==> config.mk <==
export PLATFORM = sky130hd
export DESIGN_NAME = axi_lite_target_mem
export DESIGN_NICKNAME = d
export VERILOG_FILES = /design/src/rtl/axi_lite_target_mem.sv
export SDC_FILE = /design/constraint.sdc
export NUM_CORES = 1
export LEC_CHECK = 0
export CAP_MARGIN = 20
export CORE_UTILIZATION = 35
export DETAILED_ROUTE_END_ITERATION = 7
export PLACE_DENSITY = 0.51
export SYNTH_ARGS = -nofsm -noshare
export SYNTH_HDL_FRONTEND = slang
export SYNTH_SLANG_ARGS = --single-unit
==> constraint.sdc <==
create_clock -name ACLK -period 6.1 [get_ports ACLK]
set_clock_uncertainty 0.05 [all_clocks]
set_input_delay 1.525 -clock ACLK [delete_from_list [all_inputs] [get_ports ACLK]]
set_output_delay 1.525 -clock ACLK [all_outputs]
set_load 0.005 [all_outputs]
==> src/rtl/axi_lite_target_mem.sv <==
// axi_lite_target_mem: AXI4-Lite slave backed by a small word-addressed memory.
// Write (AW/W -> B) and read (AR -> R) channels run as two independent FSMs.
// Accesses outside [C_BASE_ADDR, C_BASE_ADDR + 4*C_NUM_WORDS) get SLVERR.
// Optional build macro RESP_DELAY_EN: when defined, BVALID/RVALID are held back
// by C_RESP_DELAY cycles using a per-channel down-counter.
module axi_lite_target_mem #(
    parameter int                          C_ADDR_WIDTH = 32,
    parameter int                          C_DATA_WIDTH = 32,
    parameter int                          C_NUM_WORDS  = 16,
    parameter logic [C_ADDR_WIDTH-1:0]     C_BASE_ADDR  = 32'h4000_0000,
    parameter int                          C_RESP_DELAY = 3
) (
    input  logic                    ACLK,
    input  logic                    ARESETN,
    input  logic [C_ADDR_WIDTH-1:0] S_AXI_AWADDR,
    input  logic [2:0]              S_AXI_AWPROT,
    input  logic                    S_AXI_AWVALID,
    output logic                    S_AXI_AWREADY,
    input  logic [C_DATA_WIDTH-1:0] S_AXI_WDATA,
    input  logic [3:0]              S_AXI_WSTRB,
    input  logic                    S_AXI_WVALID,
    output logic                    S_AXI_WREADY,
    output logic [1:0]              S_AXI_BRESP,
    output logic                    S_AXI_BVALID,
    input  logic                    S_AXI_BREADY,
    input  logic [C_ADDR_WIDTH-1:0] S_AXI_ARADDR,
    input  logic [2:0]              S_AXI_ARPROT,
    input  logic                    S_AXI_ARVALID,
    output logic                    S_AXI_ARREADY,
    output logic [C_DATA_WIDTH-1:0] S_AXI_RDATA,
    output logic [1:0]              S_AXI_RRESP,
    output logic                    S_AXI_RVALID,
    input  logic                    S_AXI_RREADY
);

    localparam int IDX_W = $clog2(C_NUM_WORDS);
    localparam logic [C_ADDR_WIDTH-1:0] WINDOW_BYTES = C_ADDR_WIDTH'(C_NUM_WORDS * 4);

    localparam logic [1:0] RESP_OKAY   = 2'b00;
    localparam logic [1:0] RESP_SLVERR = 2'b10;

    localparam logic W_ACCEPT = 1'b0;
    localparam logic W_RESP   = 1'b1;
    localparam logic R_ACCEPT = 1'b0;
    localparam logic R_RESP   = 1'b1;

    logic [C_DATA_WIDTH-1:0] mem [C_NUM_WORDS];

    // Write channel state
    logic                    w_state;
    logic                    awready_q;
    logic                    wready_q;
    logic                    aw_held;
    logic                    w_held;
    logic [C_ADDR_WIDTH-1:0] aw_addr_q;
    logic [C_DATA_WIDTH-1:0] w_data_q;
    logic [3:0]              w_strb_q;
    logic                    bvalid_q;
    logic [1:0]              bresp_q;

    // Read channel state
    logic                    r_state;
    logic                    arready_q;
    logic                    rvalid_q;
    logic [1:0]              rresp_q;
    logic [C_DATA_WIDTH-1:0] rdata_q;

`ifdef RESP_DELAY_EN
    logic [3:0]              b_cnt_q;
    logic [3:0]              r_cnt_q;
`endif

    // Handshakes and the effective write address/data for this edge
    logic                    aw_hs;
    logic                    w_hs;
    logic                    ar_hs;
    logic                    wr_commit;
    logic [C_ADDR_WIDTH-1:0] wr_addr;
    logic [C_DATA_WIDTH-1:0] wr_data;
    logic [3:0]              wr_strb;
    logic [C_ADDR_WIDTH-1:0] wr_off;
    logic                    wr_hit;
    logic [IDX_W-1:0]        wr_idx;
    logic [C_ADDR_WIDTH-1:0] rd_off;
    logic                    rd_hit;
    logic [IDX_W-1:0]        rd_idx;
    logic                    unused_inputs;

    assign aw_hs = S_AXI_AWVALID & awready_q;
    assign w_hs  = S_AXI_WVALID & wready_q;
    assign ar_hs = S_AXI_ARVALID & arready_q;

    // The half that arrives on this edge is taken from the bus, the other from its holding register
    assign wr_addr = aw_hs ? S_AXI_AWADDR : aw_addr_q;
    assign wr_data = w_hs ? S_AXI_WDATA : w_data_q;
    assign wr_strb = w_hs ? S_AXI_WSTRB : w_strb_q;

    assign wr_commit = (w_state == W_ACCEPT) && (aw_hs || aw_held) && (w_hs || w_held);

    // The >= test rejects addresses below the base whose subtraction would wrap
    assign wr_off = wr_addr - C_BASE_ADDR;
    assign wr_hit = (wr_addr >= C_BASE_ADDR) && (wr_off < WINDOW_BYTES);
    assign wr_idx = wr_off[IDX_W+1:2];

    assign rd_off = S_AXI_ARADDR - C_BASE_ADDR;
    assign rd_hit = (S_AXI_ARADDR >= C_BASE_ADDR) && (rd_off < WINDOW_BYTES);
    assign rd_idx = rd_off[IDX_W+1:2];

`ifdef RESP_DELAY_EN
    assign unused_inputs = ^{S_AXI_AWPROT, S_AXI_ARPROT};
`else
    assign unused_inputs = ^{S_AXI_AWPROT, S_AXI_ARPROT, 4'(C_RESP_DELAY)};
`endif

    // Write FSM: collect AW and W in either order, commit, then hold B until accepted
    always_ff @(posedge ACLK or negedge ARESETN) begin
        if (!ARESETN) begin
            w_state   <= W_ACCEPT;
            awready_q <= 1'b0;
            wready_q  <= 1'b0;
            aw_held   <= 1'b0;
            w_held    <= 1'b0;
            aw_addr_q <= '0;
            w_data_q  <= '0;
            w_strb_q  <= '0;
            bvalid_q  <= 1'b0;
            bresp_q   <= RESP_OKAY;
`ifdef RESP_DELAY_EN
            b_cnt_q   <= '0;
`endif
        end else begin
            case (w_state)
                W_ACCEPT: begin
                    if (wr_commit) begin
                        awready_q <= 1'b0;
                        wready_q  <= 1'b0;
                        aw_held   <= 1'b0;
                        w_held    <= 1'b0;
                        bresp_q   <= wr_hit ? RESP_OKAY : RESP_SLVERR;
`ifdef RESP_DELAY_EN
                        b_cnt_q   <= 4'(C_RESP_DELAY);
`else
                        bvalid_q  <= 1'b1;
`endif
                        w_state   <= W_RESP;
                    end else begin
                        if (aw_hs) begin
                            aw_addr_q <= S_AXI_AWADDR;
                            aw_held   <= 1'b1;
                            awready_q <= 1'b0;
                        end else if (!aw_held) begin
                            awready_q <= 1'b1;
                        end
                        if (w_hs) begin
                            w_data_q <= S_AXI_WDATA;
                            w_strb_q <= S_AXI_WSTRB;
                            w_held   <= 1'b1;
                            wready_q <= 1'b0;
                        end else if (!w_held) begin
                            wready_q <= 1'b1;
                        end
                    end
                end
                W_RESP: begin
`ifdef RESP_DELAY_EN
                    if (!bvalid_q) begin
                        if (b_cnt_q <= 4'd1) begin
                            b_cnt_q  <= '0;
                            bvalid_q <= 1'b1;
                        end else begin
                            b_cnt_q <= b_cnt_q - 4'd1;
                        end
                    end else if (S_AXI_BREADY) begin
                        bvalid_q  <= 1'b0;
                        awready_q <= 1'b1;
                        wready_q  <= 1'b1;
                        w_state   <= W_ACCEPT;
                    end
`else
                    if (bvalid_q && S_AXI_BREADY) begin
                        bvalid_q  <= 1'b0;
                        awready_q <= 1'b1;
                        wready_q  <= 1'b1;
                        w_state   <= W_ACCEPT;
                    end
`endif
                end
                default: w_state <= W_ACCEPT;
            endcase
        end
    end

    // Memory array: cleared by reset, byte-masked update on an in-window commit
    always_ff @(posedge ACLK or negedge ARESETN) begin
        if (!ARESETN) begin
            for (int i = 0; i < C_NUM_WORDS; i++) begin
                mem[i] <= '0;
            end
        end else if (wr_commit && wr_hit) begin
            for (int b = 0; b < 4; b++) begin
                if (wr_strb[b]) begin
                    mem[wr_idx][8*b +: 8] <= wr_data[8*b +: 8];
                end
            end
        end
    end

    // Read FSM: capture data at the AR handshake (pre-write value on a same-edge collision), hold R until accepted
    always_ff @(posedge ACLK or negedge ARESETN) begin
        if (!ARESETN) begin
            r_state   <= R_ACCEPT;
            arready_q <= 1'b0;
            rvalid_q  <= 1'b0;
            rresp_q   <= RESP_OKAY;
            rdata_q   <= '0;
`ifdef RESP_DELAY_EN
            r_cnt_q   <= '0;
`endif
        end else begin
            case (r_state)
                R_ACCEPT: begin
                    if (ar_hs) begin
                        rdata_q   <= rd_hit ? mem[rd_idx] : '0;
                        rresp_q   <= rd_hit ? RESP_OKAY : RESP_SLVERR;
                        arready_q <= 1'b0;
`ifdef RESP_DELAY_EN
                        r_cnt_q   <= 4'(C_RESP_DELAY);
`else
                        rvalid_q  <= 1'b1;
`endif
                        r_state   <= R_RESP;
                    end else begin
                        arready_q <= 1'b1;
                    end
                end
                R_RESP: begin
`ifdef RESP_DELAY_EN
                    if (!rvalid_q) begin
                        if (r_cnt_q <= 4'd1) begin
                            r_cnt_q  <= '0;
                            rvalid_q <= 1'b1;
                        end else begin
                            r_cnt_q <= r_cnt_q - 4'd1;
                        end
                    end else if (S_AXI_RREADY) begin
                        rvalid_q  <= 1'b0;
                        arready_q <= 1'b1;
                        r_state   <= R_ACCEPT;
                    end
`else
                    if (rvalid_q && S_AXI_RREADY) begin
                        rvalid_q  <= 1'b0;
                        arready_q <= 1'b1;
                        r_state   <= R_ACCEPT;
                    end
`endif
                end
                default: r_state <= R_ACCEPT;
            endcase
        end
    end

    assign S_AXI_AWREADY = awready_q;
    assign S_AXI_WREADY  = wready_q;
    assign S_AXI_BVALID  = bvalid_q;
    assign S_AXI_BRESP   = bresp_q;
    assign S_AXI_ARREADY = arready_q;
    assign S_AXI_RVALID  = rvalid_q;
    assign S_AXI_RRESP   = rresp_q;
    assign S_AXI_RDATA   = rdata_q;

endmodule
# == Word level (Yosys, flattened, before mapping) ==
# Cells that the tools add are included.
# classes
n_addsub,2
order_cmp,7
eq_ne,6
mux,56
bitwise,8
n_reduce_logical,21
# ops
op,n
512-bit two-way mux,7
512-bit bitwise mux,4
32-bit demux with 4-bit select,4
32-bit two-way mux,6
32-bit binary-select mux with 4-bit select,1
32-bit by 31-bit greater-or-equal comparator with 1-bit output (second input constant),2
32-bit by 7-bit < comparator with 1-bit output (second input constant),2
32-bit by 31-bit subtractor with 32-bit output (second input constant),2
24-bit two-way mux,1
1-bit two-way mux,21
2-bit AND reduction,9
16-bit two-way mux,1
1-bit one-hot mux with 2 select lines,7
5-bit greater-or-equal comparator (second input constant),2
4-bit inverter with 5-bit output,2
1-bit logical AND,8
8-bit two-way mux,1
4-bit != test (second input constant),2
5-bit by 1-bit < comparator with 1-bit output (second input constant),1
2-bit two-way mux,2
4-bit two-way mux,1
2-bit by 1-bit != test with 1-bit output (second input constant),2
2-bit != test (second input constant),2
2-bit nonzero test,2
other kinds (3),8
# word_totals
register_bits,625
in_bits,113
output_inout_bits,41
elab_cells,131

# == Depth between registers and ports, before layout ==
# Gate-level depths: netlist (run 1).
# depth
ltp_word,19
mapped_depth,7
depth_no_buf,5

# == Worst setup path before layout (run 1) ==
# OpenSTA, ideal clock, no wires.
# synth_path
path_kind,input to register
startpoint,input port S_AXI_AWADDR[28]
endpoint,register mem[65] (netlist name)
setup_ps,125
arrival_time_ps,3809
t_required_ps,5925
setup_slack_ps,2116
stages,7
n_path_buf,2
cell_sequence,or4_1 or4_1 buf_6 a221oi_4 buf_12 nand3_4 mux2_4
# synth_between
elab_chain_len,5
word_cells_on_any_way,6
cone_classes,add/sub: 1; order compare: 2; mux: 1; reduce/logical: 2
# synth_lines
element,line,rtl
from (decl),15,"input logic [C_ADDR_WIDTH-1:0] S_AXI_AWADDR,"
32-bit two-way mux (*),n/a,
32-bit by 31-bit subtractor with 32-bit output,101,assign wr_off = wr_addr - C_BASE_ADDR;
32-bit by 7-bit < comparator with 1-bit output,102,assign wr_hit = (wr_addr >= C_BASE_ADDR) && (wr_off < WINDOW_BYTES);
1-bit logical AND (*),102,
1-bit logical AND (*),199,end else if (wr_commit && wr_hit) begin
"to (signal, indexed assignment)",202,mem[wr_idx][8*b +: 8] <= wr_data[8*b +: 8];
to (decl),47,logic [C_DATA_WIDTH-1:0] mem [C_NUM_WORDS];
# Every way passes the cells marked *; elsewhere a longest branch is shown, timed or not.
# A chain may end at the register's enable or synchronous reset.

# == Worst setup path after layout (run 1) ==
# layout_path
startpoint,input port S_AXI_AWVALID
endpoint,register mem[4] (netlist name)
# layout_between
elab_chain_len,19
word_cells_on_any_way,30
cone_classes,add/sub: 1; order compare: 4; mux: 17; bitwise: 2; reduce/logical: 6
# layout_lines
element,line,rtl
from (decl),17,"input logic S_AXI_AWVALID,"
1-bit AND (*),89,assign aw_hs = S_AXI_AWVALID & awready_q;
32-bit two-way mux,n/a,
32-bit by 31-bit subtractor with 32-bit output,101,
4-bit inverter with 5-bit output (not written as such),202,
5-bit greater-or-equal comparator (not written as such) or 5-bit by 1-bit < comparator with 1-bit output (tied branches),202,
1-bit logical AND (not written as such),202,
8-bit two-way mux (not written as such),202,
32-bit demux with 4-bit select,202,
[3 not listed],n/a,
512-bit bitwise mux,202,
512-bit two-way mux,201,if (wr_strb[b]) begin
512-bit two-way mux,199,
512-bit bitwise mux,202,
512-bit two-way mux,201,
512-bit two-way mux,199,
512-bit bitwise mux,202,
512-bit two-way mux,201,
# Every way passes the cells marked *; elsewhere a longest branch is shown, timed or not. The select of a mux whose other input is x is not followed.

==> impl_metrics.py, run 1 <==
metrics = {
    "synthesis": {
        "synthTopCellsByArea": "dfrtp_1 (54%), mux2_2 (22%), mux4_2 (10%), nand3_4 (2.5%), nand2_1 (1.9%)",
        "synth_area_um2": 28600,
        "synth_top_area_cell": "dfrtp_1",
        "synth-seq-cells": 621,
        "synth_compound_area_share_pct": 3.65,
        "synthMuxAreaShare_pct": 33.3,
        "synth_adder_area_share_pct": 0,
        "synth_edf_count": 0,
        "synth_cell_types": 45,
        "synth_xor_area_share_pct": 0,
        "avgSynthCellArea_um2": 15.3,
        "syn_inst": 1871,
        "ys_async_sr_fraction_pct": 100,
        "yosysSeqAreaShare_pct": 54.4,
        "synth_top_family_by_area": "multiplexers",
        "yosys.area_share.simple_pct": 6.61,
        "synth_top_area_share_pct": 54.4,
        "synth_ff_type": "dfrtp_1",
        "yosysWarnings": 0,
    },
    "layout": {
        "drive_gt1_share_pct": 45.1,
        "nNetsFinal": 2117,
        "fillers": 7451,
        "area_growth_syn_to_layout_pct": 17.1,
    },
    "worst_setup_path": {
        "slowest_delay_ns": 0.77,
        "r2r_setup_slack_ns": 2.76,
        "r2r_cells": 6,
        "rr_startpoint": "S_AXI_AWREADY",
        "critical_path.slowest_cell": "clkdlybuf4s50_1",
        "worst-path-max-fanout": 16,
        "cp.arrival_ns": 4.83,
        "crit_path_end_kind": "flop",
        "rr_endpoint": "mem[4]",
        "critPathRequiredTime_ns": 6.52,
        "path_cells": "clkdlybuf4s50_1 > nand2_1 > or4_1 > a221oi_4 > buf_4 > nand3_2 > mux2_2",
        "crit_path_start_kind": "input port",
        "crit_type": "input port to flop",
    },
    "timing": {
        "slew_headroom_pct": 33.7,
        "hold_ws_ns": 0.430,
        "final_hold_viol_count": 0,
        "fin_tns_setup_ns": 0,
        "fmax_mhz": 226,
        "finalMaxSlewViolations": 0,
        "worstMarginPinSlew_ns": 0.994,
        "post-route-period-util_pct": 72.4,
        "rsz0062_at_grt": "no",
        "setup_violations": 0,
        "post-route-min-period_ns": 4.42,
    },
    "place": {
        "routabilityCongestion": 0.728,
        "io_buffers": 141,
        "dp_hpwl_um": 45300,
    },
    "floorplan": {
        "dieArea_um2": 82800,
        "start_util_pct": 35.4,
        "ios": 154,
        "die_y_um": 288,
        "rows": 104,
        "fp.dieW_um": 288,
        "coreArea_um2": 80700,
    },
    "cts": {
        "cts_num_sinks": 621,
        "clock_latency_ns": 0.61,
        "cts_tree": "yes",
        "clkTransAtPathRegs_ns": 0.06,
        "htree_num_levels": 3,
        "root_buffer": "clkbuf_16",
        "cts_buffers": 71,
        "cts_resized": 0,
        "postCtsSetupBuffers": 0,
        "cts_hold_buf": 0,
        "clock_path_buffers": 3,
    },
    "pwr": {
        "leakage_nw": 15.5,
        "pwr_density_cell_nw_per_um2": 313,
        "ir_worst_vdd_mv": 0.190,
    },
    "global_route": {
        "grt_pass1_vias": 17900,
        "grt_pass1_wl_um": 115000,
        "overflow": 0,
        "grt_max_degree": 121,
        "antenna_found_initial": 7,
        "grt_usage_pct": 18.4,
    },
    "status": {
        "status": "finished with violations",
        "violations": "DRC",
    },
    "min_path": {
        "hold_end": "S_AXI_RDATA[1]",
        "min_from": "S_AXI_RDATA[1]",
        "hp-class": "flop to flop",
        "hold-path-cell-count": 2,
    },
    "detailed_routing": {
        "drc": 48,
        "routed_wl_um": 74400,
        "wl_per_cell_um": 23.9,
        "dr_total_vias": 16700,
        "ant_nets": 0,
        "firstDrtPassIters": 7,
        "drt_iter0_markers": 1082,
        "vias_per_cell": 5.37,
    },
    "flow_run": {
        "drv_cap": 0,
    },
}
-- per-stage QoR --
| step | util, % | setup WS (ns) | total power [mW] | std cells | instance area [um2] |
|---|---|---|---|---|---|
| 4_1_cts | 41.5 | 1.68 | 10.7 | 3117 | 33500 |
| 6_report | 41.5 | 1.68 | 10.5 | 3118 | 33500 |
| 3_3_place_gp | 38.6 | 1.13 | 6.31 | 2991 | 31200 |
| 3_5_place_dp | 38.6 | 1.05 | 6.38 | 2991 | 31200 |
| 2_1_floorplan | - | 2.12 | 5.70 | 1872 | 28600 |
| 5_1_grt | 41.5 | 1.57 | 11.0 | 3117 | 33500 |
-- critical path, delay by kind of cell --
kind                   cells  cell delay (ns)
AND/OR/NAND/NOR            3             1.33
buffers and inverters      2             1.17
multiplexers               1             0.41
AO/OA/AOI/OAI              1             0.37
-- logic make-up (layout without fill, tap and decap cells) --
group / count (synthesis) / count (layout)
multiplexers: 710 / 710
other: 1 / 3
AND/OR/NAND/NOR: 274 / 274
flip-flops: 621 / 621
AO/OA/AOI/OAI: 143 / 143
buffers and inverters: 122 / 307
-- routing by layer --
layer / wire length (um) / share of wire, % / GRT usage (%)
met5: 71 / 0.095 / 0
met4: 1470 / 2.0 / 5.17
met3: 3190 / 4.3 / 3.34
met2: 34500 / 46 / 28.6
met1: 35200 / 47 / 26.3
-- worst max-delay path by stage --
stage | from | to | slack [ns]
CTS | S_AXI_AWVALID | mem[4] | 1.68
floorplan | S_AXI_AWADDR[28] | mem[65] | 2.12
finish | S_AXI_AWVALID | mem[4] | 1.68
global route | S_AXI_AWVALID | mem[3] | 1.57
detailed placement | S_AXI_AWVALID | mem[2] | 1.05
global placement | S_AXI_AWVALID | mem[18] | 1.13
-- cell type report --
type                       instances  area (um2)  share of cell area, %
antenna                            1        2.50                0.00748
clock buffer                     111        2170                   6.49
clock inverter                    15         140                  0.419
inverter                           4        15.0                 0.0449
multi-input combinational       1129       12500                   37.4
sequential                       621       15500                   46.4
tap                             1060        1330                   3.96
timing repair buffer             177        1770                   5.29
-- registers in the layout, summed over array words and instances, names as in the netlist --
name / flops
S_AXI_RVALID: 1
S_AXI_ARREADY: 1
w_held: 1
w_strb_q: 4
S_AXI_RDATA: 32
S_AXI_WREADY: 1
aw_addr_q: 30
w_state: 1
S_AXI_BVALID: 1
mem: 512
aw_held: 1
S_AXI_BRESP: 1
r_state: 1
S_AXI_AWREADY: 1
S_AXI_RRESP: 1
w_data_q: 32
-- cells in the mapped netlist, drive strengths merged (2+ instances only) --
master / instances
inv: 4
dfrtp: 621
mux2i: 3
nand3: 70
o22a: 3
o31ai: 31
clkbuf: 79
a221oi: 4
mux4: 128
nor2: 10
and4: 3
nor4bb: 2
mux2: 579
a21oi: 6
buf: 38
nand2: 147
nand2b: 6
a211oi: 24
or2: 3
or4: 3
o22ai: 62
nor4b: 3
and4b: 4
nand4: 3
a31oi: 9
nor4: 12
o21ai: 2
nor3: 6
-- power by group --
group          internal [mW]  switching, mW
Sequential              4.37          0.177
Combinational          0.582           1.14
Clock                   2.53           1.69
Total                   7.48           3.01
-- layout by cell type, fill, tap and decap left out, types with 4 or more instances in the layout --
| cell type | instances |
|---|---|
| dfrtp_1 | 621 |
| mux2_2 | 550 |
| nand2_1 | 146 |
| clkdlybuf4s50_1 | 137 |
| mux4_2 | 128 |
| clkbuf_16 | 75 |
| o22ai_1 | 62 |
| nand3_4 | 40 |
| o31ai_1 | 31 |
| buf_4 | 31 |
| nand3_2 | 24 |
| mux2_4 | 23 |
| a211oi_1 | 20 |
| clkbuf_1 | 20 |
| clkbuf_8 | 16 |
| nor4_1 | 12 |
| nor2_1 | 9 |
| a31oi_1 | 9 |
| clkinv_2 | 9 |
| buf_12 | 7 |
| a21oi_1 | 6 |
| nand2b_1 | 6 |
| nand3_1 | 6 |
| mux2_1 | 6 |
| nor3_1 | 5 |
| inv_1 | 4 |
| and4b_1 | 4 |
| a221oi_4 | 4 |
| a211oi_2 | 4 |
Power figures use the tool's default switching activity.
==> run 2, diff against run 1 <==
--- a/config.mk
+++ b/config.mk
@@ -8,7 +8,7 @@
 export CAP_MARGIN = 20
 export CORE_UTILIZATION = 35
 export DETAILED_ROUTE_END_ITERATION = 7
-export PLACE_DENSITY = 0.51
+export PLACE_DENSITY = 0.53
 export SYNTH_ARGS = -nofsm -noshare
 export SYNTH_HDL_FRONTEND = slang
 export SYNTH_SLANG_ARGS = --single-unit
==> constraint.sdc (replaced) <==
create_clock -name ACLK -period 4.06 [get_ports ACLK]
set_clock_uncertainty 0.05 [all_clocks]
set_input_delay 1.015 -clock ACLK [delete_from_list [all_inputs] [get_ports ACLK]]
set_output_delay 1.015 -clock ACLK [all_outputs]
set_load 0.005 [all_outputs]
==> impl_metrics.py, run 2 (synthesized netlist as in run 1, its figures left out) <==
metrics = {
    "pwr": {
        "pwr_density_cell_nw_per_um2": 464,
        "ir_worst_vdd_mv": 0.311,
        "leakage_nw": 16.0,
    },
    "layout": {
        "fin_area_um2": 34400,
        "nNetsFinal": 2171,
        "antenna_cells": 0,
        "final_cells": 3169,
        "top_register": "mem",
        "area_growth_syn_to_layout_pct": 20.2,
        "largest_reg_flops": 512,
        "layout.cells.most_common_list": "dfrtp_1 (621), mux2_2 (550), nand2_1 (146)",
        "drive_gt1_share_pct": 46.6,
        "final_common_cell": "dfrtp_1",
    },
    "floorplan": {
        "coreArea_um2": 80700,
        "dieArea_um2": 82800,
        "ios": 154,
        "rows": 104,
        "start_util_pct": 35.4,
        "die_y_um": 288,
        "fp.dieW_um": 288,
    },
    "status": {
        "status": "finished with violations",
        "violations": "DRC",
    },
    "detailed_routing": {
        "firstDrtPassIters": 7,
        "vias_per_cell": 5.32,
        "drt_iter0_markers": 1040,
        "routed_wl_um": 74200,
        "ant_nets": 0,
        "drc": 24,
        "wl_per_cell_um": 23.4,
        "dr_total_vias": 16900,
    },
    "global_route": {
        "antenna_found_initial": 5,
        "grt_max_degree": 94,
        "grt_pass1_wl_um": 114000,
        "grt_pass1_vias": 18100,
        "grt_usage_pct": 18.4,
        "overflow": 0,
    },
    "worst_setup_path": {
        "crit_path_end_kind": "flop",
        "critPathRequiredTime_ns": 4.49,
        "r2r_setup_slack_ns": 1.14,
        "worst-path-max-fanout": 16,
        "cp.arrival_ns": 3.93,
        "rr_endpoint": "mem[373]",
        "crit_path_start_kind": "input port",
        "rr_startpoint": "S_AXI_AWREADY",
        "r2r_cells": 7,
        "crit_type": "input port to flop",
    },
    "timing": {
        "post-route-min-period_ns": 3.50,
        "finalMaxSlewViolations": 0,
        "final_hold_viol_count": 0,
        "post-route-period-util_pct": 86.1,
        "setup_violations": 0,
        "hold_ws_ns": 0.283,
        "fin_tns_setup_ns": 0,
        "worstMarginPinSlew_ns": 0.857,
        "slew_headroom_pct": 42.9,
        "fmax_mhz": 286,
        "rsz0062_at_grt": "no",
    },
    "place": {
        "routabilityCongestion": 0.744,
        "dp_cells": 3045,
        "dpl_cell_area_um2": 32000,
        "dp_hpwl_um": 46700,
        "io_buffers": 141,
    },
    "cts": {
        "cts_num_sinks": 621,
        "cts_hold_buf": 0,
        "root_buffer": "clkbuf_16",
        "clkTransAtPathRegs_ns": 0.06,
        "cts_resized": 0,
        "cts_tree": "yes",
        "clock_latency_ns": 0.60,
        "postCtsSetupBuffers": 0,
        "htree_num_levels": 3,
        "cts_buffers": 71,
        "clock_path_buffers": 3,
    },
    "min_path": {
        "hp-class": "input port to asynchronous set/reset pin",
    },
    "flow_run": {
        "drv_cap": 0,
    },
}
==> run 2: cell count changes in the layout (fill, tap and decap cells not counted), sizes merged <==
cell	before	now
buf	40	94
clkbuf	111	106
bufinv	2	5
diode	1	0
==> run 2: how the worst max path moves through the flow <==
stage | slack (ns) | cells past startpoint | start | endpoint
finish | 0.56 | 8 | S_AXI_AWADDR[28] | mem[373]
global route | 0.49 | 8 | S_AXI_AWADDR[28] | mem[371]
CTS | 0.61 | 8 | S_AXI_AWADDR[28] | mem[373]
detailed placement | -0.04 | 8 | S_AXI_AWADDR[28] | mem[373]
global placement | -0.002 | 8 | S_AXI_AWADDR[28] | mem[371]
floorplan | 0.59 | 7 | S_AXI_AWADDR[28] | mem[65]
==> run 2: layer usage <==
| metal | vias to the layer above | wire [um] | GRT usage [%] |
|---|---|---|---|
| met3 | 105 | 3520 | 3.23 |
| met4 | 10 | 1920 | 6.22 |
| met5 | - | 53 | 0 |
| met1 | 8961 | 34600 | 26.0 |
| li1 | 7447 | - | - |
| met2 | 346 | 34200 | 28.5 |
==> run 2: per-stage QoR <==
| stage | total power [mW] | util [%] | worst slack (ns) |
|---|---|---|---|
| final | 15.9 | 42.6 | 0.563 |
| after global routing | 16.7 | 42.6 | 0.486 |
| after CTS | 16.2 | 42.6 | 0.607 |
| after detailed placement | 9.62 | 39.7 | -0.0429 |
| after global placement | 9.51 | 39.7 | -0.00228 |
| after floorplan | 8.57 | - | 0.586 |
==> run 2: worst max-delay path, stage by stage <==
cell and delay (ns):
clkdlybuf4s50_1 0.43, or4_1 0.55, or4_1 0.42, buf_4 0.20
a221oi_4 0.33, buf_12 0.24, nand3_2 0.34, mux2_2 0.39
==> run 2: layout make-up <==
class	count	area (um2)
Clock buffer	106	2130
Clock inverter	18	230
Fill cell	7315	46300
Inverter	4	15.0
Multi-Input combinational cell	1129	12500
Sequential cell	621	15500
Tap cell	1060	1330
Timing Repair Buffer	231	2600
==> run 2: where the power goes <==
group / internal, mW / switching (mW)
Sequential: 6.57 / 0.260
Clock: 3.95 / 2.54
Combinational: 0.939 / 1.70
Total: 11.5 / 4.50
